--- src/rtl/prefix_adder_pipe_if.sv ---
`default_nettype none
// ============================================================================
// Module  : prefix_adder_pipe_if
// Brief   : Operand/result stream bundle for the pipelined prefix adder.
// Revision: 1.0 - initial release
// ============================================================================
interface prefix_adder_pipe_if #(
   parameter int WIDTH = 32
);
   logic             in_valid;
   logic             in_ready;
   logic [WIDTH-1:0] in_a;
   logic [WIDTH-1:0] in_b;
   logic             in_cin;
   logic             in_sub;
   logic             in_chain;
   logic             out_valid;
   logic             out_ready;
   logic [WIDTH-1:0] out_sum;
   logic             out_cout;
   logic             out_ovf;

   modport slave (
      input  in_valid, in_a, in_b, in_cin, in_sub, in_chain, out_ready,
      output in_ready, out_valid, out_sum, out_cout, out_ovf
   );

   modport master (
      output in_valid, in_a, in_b, in_cin, in_sub, in_chain, out_ready,
      input  in_ready, out_valid, out_sum, out_cout, out_ovf
   );
endinterface
`default_nettype wire

--- src/rtl/prefix_adder_pipe.sv ---
`default_nettype none
// ============================================================================
// Module  : prefix_adder_pipe
// Brief   : Pipelined Kogge-Stone adder/subtractor with cross-beat carry chain.
// Revision: 1.0 - initial release
// ============================================================================
module prefix_adder_pipe #(
   parameter int WIDTH  = 32,
   parameter int STAGES = 2
) (
   input  wire logic            clk,
   input  wire logic            rst,
   prefix_adder_pipe_if.slave   io
);
   localparam int LEVELS = $clog2(WIDTH);
   localparam int NREG   = (STAGES > 1) ? STAGES - 1 : 1;

   typedef struct packed {
      logic             sub;
      logic             chain;
      logic             cin;
      logic [WIDTH-1:0] p;
      logic [WIDTH-1:0] g;
      logic [WIDTH-1:0] pp;
   } beat_t;

   // Spread STAGES-1 inner cuts evenly over prefix levels 0..LEVELS-1.
   function automatic bit is_cut(input int lvl);
      return ((lvl + 1) * STAGES) / (LEVELS + 1) != (lvl * STAGES) / (LEVELS + 1);
   endfunction

   logic            en_w;
   beat_t           stage_q [NREG];
   beat_t           stage_d [NREG];
   logic [NREG-1:0] vld_q;
   logic [NREG-1:0] vld_d;
   beat_t           fin_w;
   logic            fin_vld_w;
   logic            out_valid_q;
   logic [WIDTH-1:0] sum_q;
   logic            cout_q;
   logic            ovf_q;
   logic            chain_q;
   logic            chain_d;
   logic            cin_eff_w;
   logic [WIDTH:0]  c_w;

   assign en_w         = ~out_valid_q | io.out_ready;
   assign io.in_ready  = en_w;
   assign io.out_valid = out_valid_q;
   assign io.out_sum   = sum_q;
   assign io.out_cout  = cout_q;
   assign io.out_ovf   = ovf_q;

   always_comb begin : prefix_net
      beat_t            cur;
      beat_t            nxt;
      logic             cur_vld;
      logic [WIDTH-1:0] bx;
      int               k;
      int               d;
      stage_d   = stage_q;
      vld_d     = vld_q;
      bx        = io.in_sub ? ~io.in_b : io.in_b;
      cur.sub   = io.in_sub;
      cur.chain = io.in_chain;
      cur.cin   = io.in_cin;
      cur.p     = io.in_a ^ bx;
      cur.g     = io.in_a & bx;
      cur.pp    = io.in_a ^ bx;
      cur_vld   = io.in_valid;
      k         = 0;
      for (int l = 1; l <= LEVELS; l++) begin
         if (is_cut(l - 1)) begin
            stage_d[k] = cur;
            vld_d[k]   = cur_vld;
            cur        = stage_q[k];
            cur_vld    = vld_q[k];
            k          = k + 1;
         end
         d   = 1 << (l - 1);
         nxt = cur;
         for (int i = d; i < WIDTH; i++) begin
            nxt.g[i]  = cur.g[i] | (cur.pp[i] & cur.g[i-d]);
            nxt.pp[i] = cur.pp[i] & cur.pp[i-d];
         end
         cur = nxt;
      end
      fin_w     = cur;
      fin_vld_w = cur_vld;
   end

   // The beat entering the output register sees the carry of the beat leaving it.
   always_comb begin : carry_resolve
      chain_d   = (out_valid_q & io.out_ready) ? cout_q : chain_q;
      cin_eff_w = fin_w.chain ? chain_d : (fin_w.sub | fin_w.cin);
      c_w[0]    = cin_eff_w;
      for (int i = 1; i <= WIDTH; i++) begin
         c_w[i] = fin_w.g[i-1] | (fin_w.pp[i-1] & cin_eff_w);
      end
   end

   always_ff @(posedge clk or posedge rst) begin
      if (rst) begin
         vld_q       <= '0;
         out_valid_q <= 1'b0;
         chain_q     <= 1'b0;
      end else begin
         chain_q <= chain_d;
         if (en_w) begin
            vld_q       <= vld_d;
            out_valid_q <= fin_vld_w;
         end
      end
   end

   always_ff @(posedge clk) begin
      if (en_w) begin
         stage_q <= stage_d;
         sum_q   <= fin_w.p ^ c_w[WIDTH-1:0];
         cout_q  <= c_w[WIDTH];
         ovf_q   <= c_w[WIDTH] ^ c_w[WIDTH-1];
      end
   end
endmodule
`default_nettype wire

--- src/flat_wrapper.sv ---
// flat-port wrapper written by rule: the top's interface ports become plain ports
module prefix_adder_pipe_flat 
#(
   parameter int WIDTH  = 32,
   parameter int STAGES = 2
)
  (clk, rst, io_in_valid, io_in_a, io_in_b, io_in_cin, io_in_sub, io_in_chain, io_out_ready, io_in_ready, io_out_valid, io_out_sum, io_out_cout, io_out_ovf);
  prefix_adder_pipe_if #(.WIDTH(WIDTH)) io_i ();
  input  wire logic clk;
  input  wire logic rst;
  input wire logic [$bits(io_i.in_valid)-1:0] io_in_valid;
  input wire logic [$bits(io_i.in_a)-1:0] io_in_a;
  input wire logic [$bits(io_i.in_b)-1:0] io_in_b;
  input wire logic [$bits(io_i.in_cin)-1:0] io_in_cin;
  input wire logic [$bits(io_i.in_sub)-1:0] io_in_sub;
  input wire logic [$bits(io_i.in_chain)-1:0] io_in_chain;
  input wire logic [$bits(io_i.out_ready)-1:0] io_out_ready;
  output wire logic [$bits(io_i.in_ready)-1:0] io_in_ready;
  output wire logic [$bits(io_i.out_valid)-1:0] io_out_valid;
  output wire logic [$bits(io_i.out_sum)-1:0] io_out_sum;
  output wire logic [$bits(io_i.out_cout)-1:0] io_out_cout;
  output wire logic [$bits(io_i.out_ovf)-1:0] io_out_ovf;
  assign io_i.in_valid = io_in_valid;
  assign io_i.in_a = io_in_a;
  assign io_i.in_b = io_in_b;
  assign io_i.in_cin = io_in_cin;
  assign io_i.in_sub = io_in_sub;
  assign io_i.in_chain = io_in_chain;
  assign io_i.out_ready = io_out_ready;
  assign io_in_ready = io_i.in_ready;
  assign io_out_valid = io_i.out_valid;
  assign io_out_sum = io_i.out_sum;
  assign io_out_cout = io_i.out_cout;
  assign io_out_ovf = io_i.out_ovf;
  prefix_adder_pipe #(.WIDTH(WIDTH), .STAGES(STAGES)) u_core (.clk(clk), .rst(rst), .io(io_i));
endmodule
--- config.mk ---
export PLATFORM = sky130hd
export DESIGN_NAME = prefix_adder_pipe_flat
export DESIGN_NICKNAME = d
export VERILOG_FILES = /design/src/rtl/prefix_adder_pipe_if.sv /design/src/rtl/prefix_adder_pipe.sv /design/src/flat_wrapper.sv
export SDC_FILE = /design/constraint.sdc
export NUM_CORES = 1
export LEC_CHECK = 0
export CAP_MARGIN = 40
export CORE_ASPECT_RATIO = 2
export CORE_MARGIN = 3
export CORE_UTILIZATION = 50
export CTS_CLUSTER_SIZE = 16
export DETAILED_ROUTE_END_ITERATION = 7
export PLACE_DENSITY = 0.76
export SLEW_MARGIN = 20
export SYNTH_ARGS = -nofsm -noshare
export SYNTH_HDL_FRONTEND = slang
export SYNTH_SLANG_ARGS = --single-unit
--- constraint.sdc ---
create_clock -name clk -period 14.17 [get_ports clk]
set_clock_uncertainty 0.15 [all_clocks]
set_input_delay 2.834 -clock clk [delete_from_list [all_inputs] [get_ports clk]]
set_output_delay 2.834 -clock clk [all_outputs]
set_load 0.05 [all_outputs]
[Word-level counts from Yosys, hierarchy flattened]
Cells that the tools add are included.
Widths: inputs -> output; s select.
Word-level totals
  register bits: 136
  input bits: 71
  output and inout bits: 36
Operators by class
  mux-type cells: 3
  bitwise logic cells: 460
Operators by type and width (number)
  $and 1x1->1: 291
  $or 1x1->1: 163
  $xor 32x32->32: 2
  $and 32x32->32: 1
  $mux 32: 1
  $not 32->32: 1
  $mux 1: 2
  $not 1->1: 1
  $xor 1x1->1: 1

[Longest topological paths before layout]
Gate-level depths: netlist of run 1.
  depth in word-level cells: 8
  depth in mapped cells: 8
  depth with buffers taken out: 6

[Worst setup path after synthesis of run 1]
OpenSTA, ideal clock, no wires.
  kind: input port to output port
  start point: in io_out_ready
  end point: out io_in_ready
  data arrival time: 5.988 ns
  slack: 5.198 ns
  stages: 1
  buffers on the path: 0
  cells stage by stage: or2b_1
On the way
  longest elaborated chain between the ends: 1
Ends and longest elaborated chain
  start, declared: line flat_wrapper.sv:17  | input wire logic [$bits(io_i.out_ready)-1:0] io_out_ready;
  $or 1x1->1: line prefix_adder_pipe.sv:48  | assign en_w = ~out_valid_q | io.out_ready;
  end, declared: line flat_wrapper.sv:18  | output wire logic [$bits(io_i.in_ready)-1:0] io_in_ready;
Every way passes these cells.

[Final worst setup path of run 1]
Ends and elaborated chain as after synthesis.

==> results.json, run 1 <==
{
  "outcome": "finished clean",
  "synthCells": 459,
  "area_delta_synth_final_pct": 30.25,
  "worstMarginPinSlew_ns": 0.7133,
  "period_needed_ns": 7.858,
  "ctsHoldBuffers": 0,
  "path_cells": "clkdlybuf4s50_1 -> or2b_4 -> clkdlybuf4s50_1",
  "cts_max_path_buffers": 2,
  "core_region_area_sq_um": 12120,
  "maxCapViolCount": 0,
  "drive_above_1_share_pct": 7.407,
  "multiInputGateArea_sq_um": 2137,
  "drt_iter0_drc": 341,
  "nets": 686,
  "wl_per_cell_um": 19.12,
  "die-area_sq_um": 13900,
  "fill_cells": 907,
  "slew_viol_final": 0,
  "grt_pass1_wl_um": 21790,
  "grt_util_all_layers_pct": 21.18,
  "vdd_drop_max_uv": 112.8,
  "setup_viol": 0,
  "max_slew_margin_pct": 52.44,
  "overflow": 0,
  "layout_common_cells": "132 x edfxtp_1, 105 x clkdlybuf4s50_1, 46 x xor2_1",
  "finalHoldViolCount": 0,
  "drt-pass1-iter-count": 5,
  "cts_tree": "built",
  "drt-total-wl_um": 14170,
  "cts_made_buffers": 17,
  "portBuffers": 106,
  "rows": 57,
  "crit_required_ns": 11.19,
  "clkPwrFrac_pct": 32.6,
  "crit_fanout": 54,
  "synth_seq_cells": 135,
  "yosys_warnings": 0,
  "setup_tns_ns": 0,
  "cp_slowest_stage_delay_ns": 0.93,
  "grt_max_degree": 57,
  "drcViolationCount": 0,
  "p_sw_share_pct": 30.74,
  "cp_data_arrival_time_ns": 4.87,
  "htree_levels": 4,
  "combinationalPowerShare_pct": 25.9,
  "die_x_um": 84.88,
  "insertion_delay_ns": 0.42,
  "finalCritPeriodShare_pct": 55.46,
  "min_path_type": "flop to flop",
  "num_io_pins": 107,
  "antenna_found_initial": 0,
  "power_switching_uw": 427.7,
  "fin_area_sq_um": 8103,
  "rsz0062_at_grt": "false",
  "yosysSeqAreaShare_pct": 64.92,
  "cp_num_buf_inv": 2,
  "grt_pass1_vias": 4333,
  "cts_root_buffer": "clkbuf_16",
  "avgSynthCellArea_sq_um": 13.55,
  "cp_top_family": "buffers and inverters",
  "p_leak_nw": 3.118,
  "clock_sinks": 135,
  "start_util_pct": 51.31,
  "syn_area_sq_um": 6221,
  "power_frac_seq_pct": 41.4,
  "clk_pin_slew_ns": 0.05,
  "die_h_um": 163.7,
  "internal-power_uw": 963.9,
  "diodes": 0,
  "placed_cell_area_sq_um": 7493,
  "ff_latch_area_sq_um": 4039,
  "final_common_cell": "edfxtp_1",
  "cp-start-kind": "input port",
  "cp_slowest_cell": "clkdlybuf4s50_1",
  "post_cts_buffers": 0,
  "end_kind": "output pin",
  "viasPerCell": 5.672,
  "cts_resized": 0,
  "powerDensity_nw_per_um2": 171.7,
  "gp_congestion": 0.8703,
  "hold_slack_ns": 0.3201,
  "synth.distinct_cells": 38,
  "fmax_ghz": 0.1273,
  "final_antenna_net_count": 0,
  "vias": 4203,
  "critPathMostFrequentCell": "clkdlybuf4s50_1",
  "synth_nets": 563,
  "totalPowerFinal_mw": 1.392,
  "hpwlAfterDp_um": 10430,
  "setup.worst_path.class": "input port to output pin"
}
cells in the mapped netlist:
master	n	area (sq um)
inv_1	6	22.52
a21oi_2	2	17.52
a311o_1	1	10.01
buf_2	3	15.01
nor3_2	1	10.01
buf_4	1	7.510
a21oi_1	44	220.2
mux2_2	1	11.26
xor2_1	46	402.9
o21ai_0	35	175.2
dfrtp_1	3	75.07
nand2b_1	3	18.77
o21bai_2	1	11.26
edfxtp_1	132	3964
nand2_1	40	150.1
nand4_1	1	6.260
or3_1	3	18.77
and4_1	2	17.52
nor2b_1	2	12.51
a31oi_1	3	18.77
a221o_2	1	11.26
a21o_1	12	90.09
or2b_1	1	7.510
a21bo_2	1	10.01
and3_1	4	25.02
a221oi_1	1	8.760
and2_1	1	6.260
clkbuf_1	1	3.750
o211ai_1	3	22.52
ha_1	33	412.9
a211oi_1	3	22.52
a31oi_4	2	42.54
o21bai_1	4	30.03
nand3_1	6	30.03
nor2_1	34	127.6
xnor2_1	18	157.7
a31o_2	2	17.52
nor3_1	2	10.01
power groups by stage:
stage,registers (mW),clock network (mW),logic (mW)
3_3_place_gp,0.581,0,0.350
4_1_cts,0.577,0.459,0.363
6_report,0.577,0.454,0.361
3_5_place_dp,0.582,0,0.360
5_1_grt,0.584,0.471,0.385
2_1_floorplan,0.685,0,0.129
metrics by stage:
stage,std cells,utilization [%],worst slack [ns]
after global placement,708,61.41,6.327
after floorplan,459,-,5.198
final,741,66.83,6.312
after detailed placement,710,61.81,6.285
after global routing,741,66.83,6.215
after CTS,741,66.83,6.284
metal layers:
metal	global-route usage, %	wire length, um	vias up	share of wire [%]
li1	-	-	1963	-
met5	0	0	-	0
met3	3.815	733	33	5.2
met2	41.47	8418	174	59
met4	11.53	535	0	3.8
met1	20.07	4481	2033	32
kinds of logic after synthesis:
family,Yosys count,share of synthesized area [%]
XOR/XNOR,64,9.010
AND/OR/NAND/NOR,100,7.080
adder cells (fa/ha/maj),33,6.637
flip-flops,135,64.92
AO/OA/AOI/OAI,115,11.38
multiplexers,1,0.1810
buffers and inverters,11,0.7843
area by class of cell:
cell class	instances	share of cell area [%]
Clock buffer	18	5.296
Clock inverter	13	2.224
Inverter	6	0.2779
Multi-Input combinational cell	313	26.37
Sequential cell	135	49.85
Tap cell	147	2.270
Timing Repair Buffer	109	13.71
sequential cells by signal, summed over array words and instances (netlist names):
name                 flops
u_core.fin_w            42
u_core.fin_vld_w         1
u_core.stage_q          56
u_core.chain_q           1
u_core.io.out_sum       32
u_core.io.out_ovf        1
u_core.io.out_cout       1
u_core.io.out_valid      1
worst register-to-register path, delay by kind of cell, from the launching register on:
kind	cells	cell delay (ns)
xor gates and xnor gates	1	0.13
DFF	1	0.40
AOI/OAI and AO/OA	5	1.50
worst paths after layout:
kind | startpoint | to | slack (ns) | cells after the start
min in group asynchronous | rst | u_core.io.out_valid | 2.44 | 2
worst max register to register | u_core.io.out_valid | u_core.io.out_sum[25] | 11.75 | 6
worst min register to register | u_core.fin_vld_w | u_core.io.out_valid | 0.32 | 1
worst max-delay path | io_out_ready | io_in_ready | 6.31 | 3
worst min-delay path | u_core.fin_vld_w | u_core.io.out_valid | 0.32 | 1
max in group asynchronous | rst | u_core.chain_q | 11.30 | 2
Note: power is estimated with default switching activity, not from simulation.
==> run 2, diff against run 1 <==
CORE_UTILIZATION = 48   (was 50)
clock period = 6.66 ns   (was 14.17 ns; I/O delays follow)
==> run 2 against run 1 <==
  * Critical path depth unchanged
  * Clock-buffer cell count unchanged
  * Cell area decreased by 0.54%
  * Largest cell class unchanged
  * Highest routed layer unchanged
==> results.json, run 2 (same netlist as run 1, synthesis figures left out) <==
{
  "critPathMostFrequentCell": "clkdlybuf4s50_1",
  "cp-start-kind": "input port",
  "drt_iter0_drc": 283,
  "crit_required_ns": 5.18,
  "grt_pass1_vias": 4219,
  "cp_top_family": "buffers and inverters",
  "num_io_pins": 107,
  "rr_startpoint": "u_core.io.out_valid",
  "cp_data_arrival_time_ns": 3.43,
  "setup_tns_ns": 0,
  "viasPerCell": 5.544,
  "final_common_cell": "edfxtp_1",
  "period_needed_ns": 4.910,
  "cts_max_path_buffers": 2,
  "max_slew_margin_pct": 49.30,
  "rr_endpoint": "u_core.io.out_sum[29]",
  "min_path_type": "flop to flop",
  "maxCapViolCount": 0,
  "finalCritPeriodShare_pct": 73.72,
  "overflow": 0,
  "grt_pass1_wl_um": 21280,
  "slew_viol_final": 0,
  "worstMarginPinSlew_ns": 0.7605,
  "drive_above_1_share_pct": 7.239,
  "hpwlAfterDp_um": 10350,
  "cts_made_buffers": 17,
  "diodes": 0,
  "drcViolationCount": 0,
  "cts_resized": 0,
  "nets": 686,
  "powerDensity_nw_per_um2": 356.3,
  "hold_slack_ns": 0.3129,
  "clock_sinks": 135,
  "htree_levels": 4,
  "gp_congestion": 0.8978,
  "cp_num_buf_inv": 2,
  "finalHoldViolCount": 0,
  "die_x_um": 86.50,
  "cts_root_buffer": "clkbuf_16",
  "drt-pass1-iter-count": 5,
  "portBuffers": 106,
  "rows": 58,
  "wl_per_cell_um": 18.30,
  "r2r_cells": 6,
  "rsz0062_at_grt": "false",
  "cp_slowest_stage_delay_ns": 0.94,
  "vias": 4125,
  "largest_register_ffs": 56,
  "clk_pin_slew_ns": 0.06,
  "die-area_sq_um": 14450,
  "setup_viol": 0,
  "reg2reg_slack_ns": 4.25,
  "cts_tree": "built",
  "end_kind": "output pin",
  "insertion_delay_ns": 0.41,
  "fmax_ghz": 0.2037,
  "post_cts_buffers": 0,
  "critPathCapture": "io_in_ready",
  "core_region_area_sq_um": 12630,
  "final_antenna_net_count": 0,
  "setup.worst_path.class": "input port to output pin",
  "die_h_um": 167,
  "ctsHoldBuffers": 0,
  "antenna_found_initial": 0,
  "outcome": "finished clean",
  "area_delta_synth_final_pct": 29.55,
  "critPathLaunch": "io_out_ready",
  "drt-total-wl_um": 13610,
  "start_util_pct": 49.27,
  "grt_util_all_layers_pct": 19.92,
  "path_cells": "clkdlybuf4s50_1 -> or2b_4 -> clkdlybuf4s50_1",
  "p_leak_nw": 3.084,
  "final_util_pct": 63.82,
  "layout_common_cells": "132 x edfxtp_1, 105 x clkdlybuf4s50_1, 46 x xor2_1",
  "vdd_drop_max_uv": 203.0,
  "cp_slowest_cell": "clkdlybuf4s50_1",
  "crit_fanout": 58,
  "grt_max_degree": 63,
  "top_register": "u_core.stage_q",
  "crit_cells": 3
}
run 2: cell count changes in the layout (fill, tap and decap cells not counted):
cell,change
clkinv_2,-1
clkinv_4,-1
clkinv_1,+1
clkinvlp_4,+3
bufinv_16,-2
run 2: worst min path at each step:
stage                     startpoint                   to  slack (ns)  cells past startpoint
floorplan           u_core.fin_vld_w  u_core.io.out_valid        0.28                      1
global placement    u_core.fin_vld_w  u_core.io.out_valid        0.29                      1
detailed placement  u_core.fin_vld_w  u_core.io.out_valid        0.30                      1
CTS                 u_core.fin_vld_w  u_core.io.out_valid        0.32                      1
global route        u_core.fin_vld_w  u_core.io.out_valid        0.34                      1
finish              u_core.fin_vld_w  u_core.io.out_valid        0.31                      1
run 2: area by class of cell:
class,count,area [sq um]
tap,150,187.7
multi-input combinational,313,2137
clock buffer,18,429.2
inverter,6,22.52
fill,976,4568
clock inverter,13,132.6
sequential,135,4039
timing repair buffer,109,1111
run 2: worst register-to-register path: stages (launching register included):
cell	delay, ns
dfrtp_1	0.40
a21bo_2	0.23
a31oi_4	0.46
a31oi_1	0.26
o211ai_1	0.25
o211ai_1	0.21
xnor2_1	0.19
run 2: report_power, final:
group	total (mW)	internal (mW)	leakage, nW	switching [mW]
clock network	0.884	0.545	0.261	0.339
logic	0.766	0.279	1.43	0.486
registers	1.22	1.15	1.39	0.0723
run 2: per-layer routing:
layer / GRT usage [%] / share of wire [%] / routed length, um / vias to the layer above
met5: 0 / 0 / 0 / -
met4: 10.24 / 4.0 / 540 / 0
met1: 19.15 / 32 / 4411 / 1948
met3: 5.000 / 5.7 / 782 / 33
li1: - / - / - / 1966
met2: 37.32 / 58 / 7878 / 178
run 2: metrics by stage:
| step | instances | setup slack [ns] | power (mW) | instance area (sq um) |
|---|---|---|---|---|
| floorplan | 459 | 0.6922 | 1.730 | 6221 |
| global placement | 711 | 1.774 | 1.984 | 7450 |
| detailed placement | 713 | 1.750 | 2.003 | 7497 |
| CTS | 744 | 1.741 | 2.889 | 8059 |
| global route | 744 | 1.637 | 2.988 | 8059 |
| finish | 744 | 1.750 | 2.872 | 8059 |
==> run 3, diff against run 2 <==
clock period = 4.5 ns   (was 6.66 ns; I/O delays follow)
==> run 3 against run 2 <==
  * Global-route usage increased by 0.61 points
  * Final cell count increased by 0.27%
  * Wire length increased by 4.6%
  * First-iteration DRC count grew 24%
  * Critical path type unchanged
  * Critical endpoint unchanged
==> results.json, run 3 (same netlist as run 1, synthesis figures left out) <==
{
  "htree_levels": 4,
  "cp_data_arrival_time_ns": 2.37,
  "viasPerCell": 5.591,
  "crit_fanout": 3,
  "cts_max_path_buffers": 2,
  "combinationalPowerShare_pct": 26.4,
  "p_sw_share_pct": 31.78,
  "largest_register_ffs": 56,
  "maxCapViolCount": 0,
  "vias": 4171,
  "vdd_drop_max_uv": 345.1,
  "wl_per_cell_um": 19.09,
  "top_register": "u_core.stage_q",
  "clk_pin_slew_ns": 0.06,
  "worstMarginPinSlew_ns": 0.6859,
  "final_common_cell": "edfxtp_1",
  "core_region_area_sq_um": 12630,
  "setup_tns_ns": 0,
  "power_switching_mw": 1.365,
  "setup_viol": 0,
  "rsz0062_at_grt": "false",
  "die_x_um": 86.50,
  "fmax_ghz": 0.2924,
  "nets": 687,
  "cp-start-kind": "input port",
  "drt_iter0_drc": 352,
  "ctsHoldBuffers": 0,
  "crit_required_ns": 3.45,
  "p_leak_nw": 3.096,
  "placed_cell_area_sq_um": 7497,
  "cts_made_buffers": 17,
  "rows": 58,
  "clkPwrFrac_pct": 31.2,
  "outcome": "finished clean",
  "num_io_pins": 107,
  "grt_max_degree": 60,
  "cts_tree": "built",
  "die_h_um": 167,
  "grt_pass1_vias": 4390,
  "start_util_pct": 49.27,
  "drt-total-wl_um": 14240,
  "power_frac_seq_pct": 42.4,
  "die-area_sq_um": 14450,
  "finalHoldViolCount": 0,
  "min_path_type": "flop to flop",
  "final_antenna_net_count": 0,
  "clock_sinks": 135,
  "gp_congestion": 0.9042,
  "insertion_delay_ns": 0.41,
  "drt-pass1-iter-count": 5,
  "setup.worst_path.class": "input port to output pin",
  "drive_above_1_share_pct": 8.221,
  "hpwlAfterDp_um": 10810,
  "area_delta_synth_final_pct": 29.81,
  "grt_pass1_wl_um": 21960,
  "cts_root_buffer": "clkbuf_16",
  "hold_slack_ns": 0.3273,
  "portBuffers": 106,
  "totalPowerFinal_mw": 4.294,
  "fin_area_sq_um": 8075,
  "slew_viol_final": 0,
  "antenna_found_initial": 0,
  "cts_resized": 0,
  "drcViolationCount": 0,
  "finalCritPeriodShare_pct": 76.00,
  "setup_slack_ns": 1.080,
  "powerDensity_nw_per_um2": 531.8,
  "diodes": 0,
  "layout_common_cells": "132 x edfxtp_1, 105 x clkdlybuf4s50_1, 46 x xor2_1",
  "grt_util_all_layers_pct": 20.53,
  "max_slew_margin_pct": 54.27,
  "overflow": 0,
  "pre_cts_ws_ns": 1.020,
  "internal-power_mw": 2.930,
  "period_needed_ns": 3.420,
  "post_cts_buffers": 0,
  "end_kind": "output pin"
}
[run 3: cell type report]
type	count	area [sq um]
well taps	150	187.7
multi-input cells	313	2137
clock buffers	17	425.4
fillers	973	4552
flip-flops and latches	135	4039
clock inverters	15	152.6
repair buffers	110	1111
inverters	6	22.52
[run 3: per-layer routing]
metal | up-vias | global-route usage, % | wire [um]
li1 | 1964 | - | -
met1 | 1995 | 19.30 | 4645
met2 | 159 | 38.36 | 8201
met3 | 53 | 4.010 | 606
met4 | 0 | 13.23 | 784
met5 | - | 0 | 0
[run 3: worst paths after layout]
kind	start	to	slack [ns]	cells past startpoint
max	io_out_ready	io_in_ready	1.08	3
min	u_core.fin_vld_w	u_core.io.out_valid	0.33	1
max reg2reg	u_core.io.out_valid	u_core.stage_q[36]	1.98	4
min reg2reg	u_core.fin_vld_w	u_core.io.out_valid	0.33	1
max in group asynchronous	rst	u_core.io.out_valid	3.55	2
min in group asynchronous	rst	u_core.chain_q	0.51	2
[run 3: worst max-delay path, cell delays in order]
cell	delay, ns
clkdlybuf4s50_1	0.51
or2b_4	0.14
clkdlybuf4s50_1	0.82
[run 3: power groups by stage]
stage | Clock, mW | Sequential [mW] | Combinational [mW]
finish | 1.34 | 1.82 | 1.14
global route | 1.40 | 1.85 | 1.21
CTS | 1.35 | 1.82 | 1.14
detailed placement | 0 | 1.84 | 1.13
global placement | 0 | 1.84 | 1.10
floorplan | 0 | 2.15 | 0.405
[run 3: stage by stage]
stage | utilization [%] | std cells
final | 63.95 | 746
after global routing | 63.95 | 746
after CTS | 63.95 | 746
after detailed placement | 59.37 | 714
after global placement | 59.06 | 712
after floorplan | - | 459
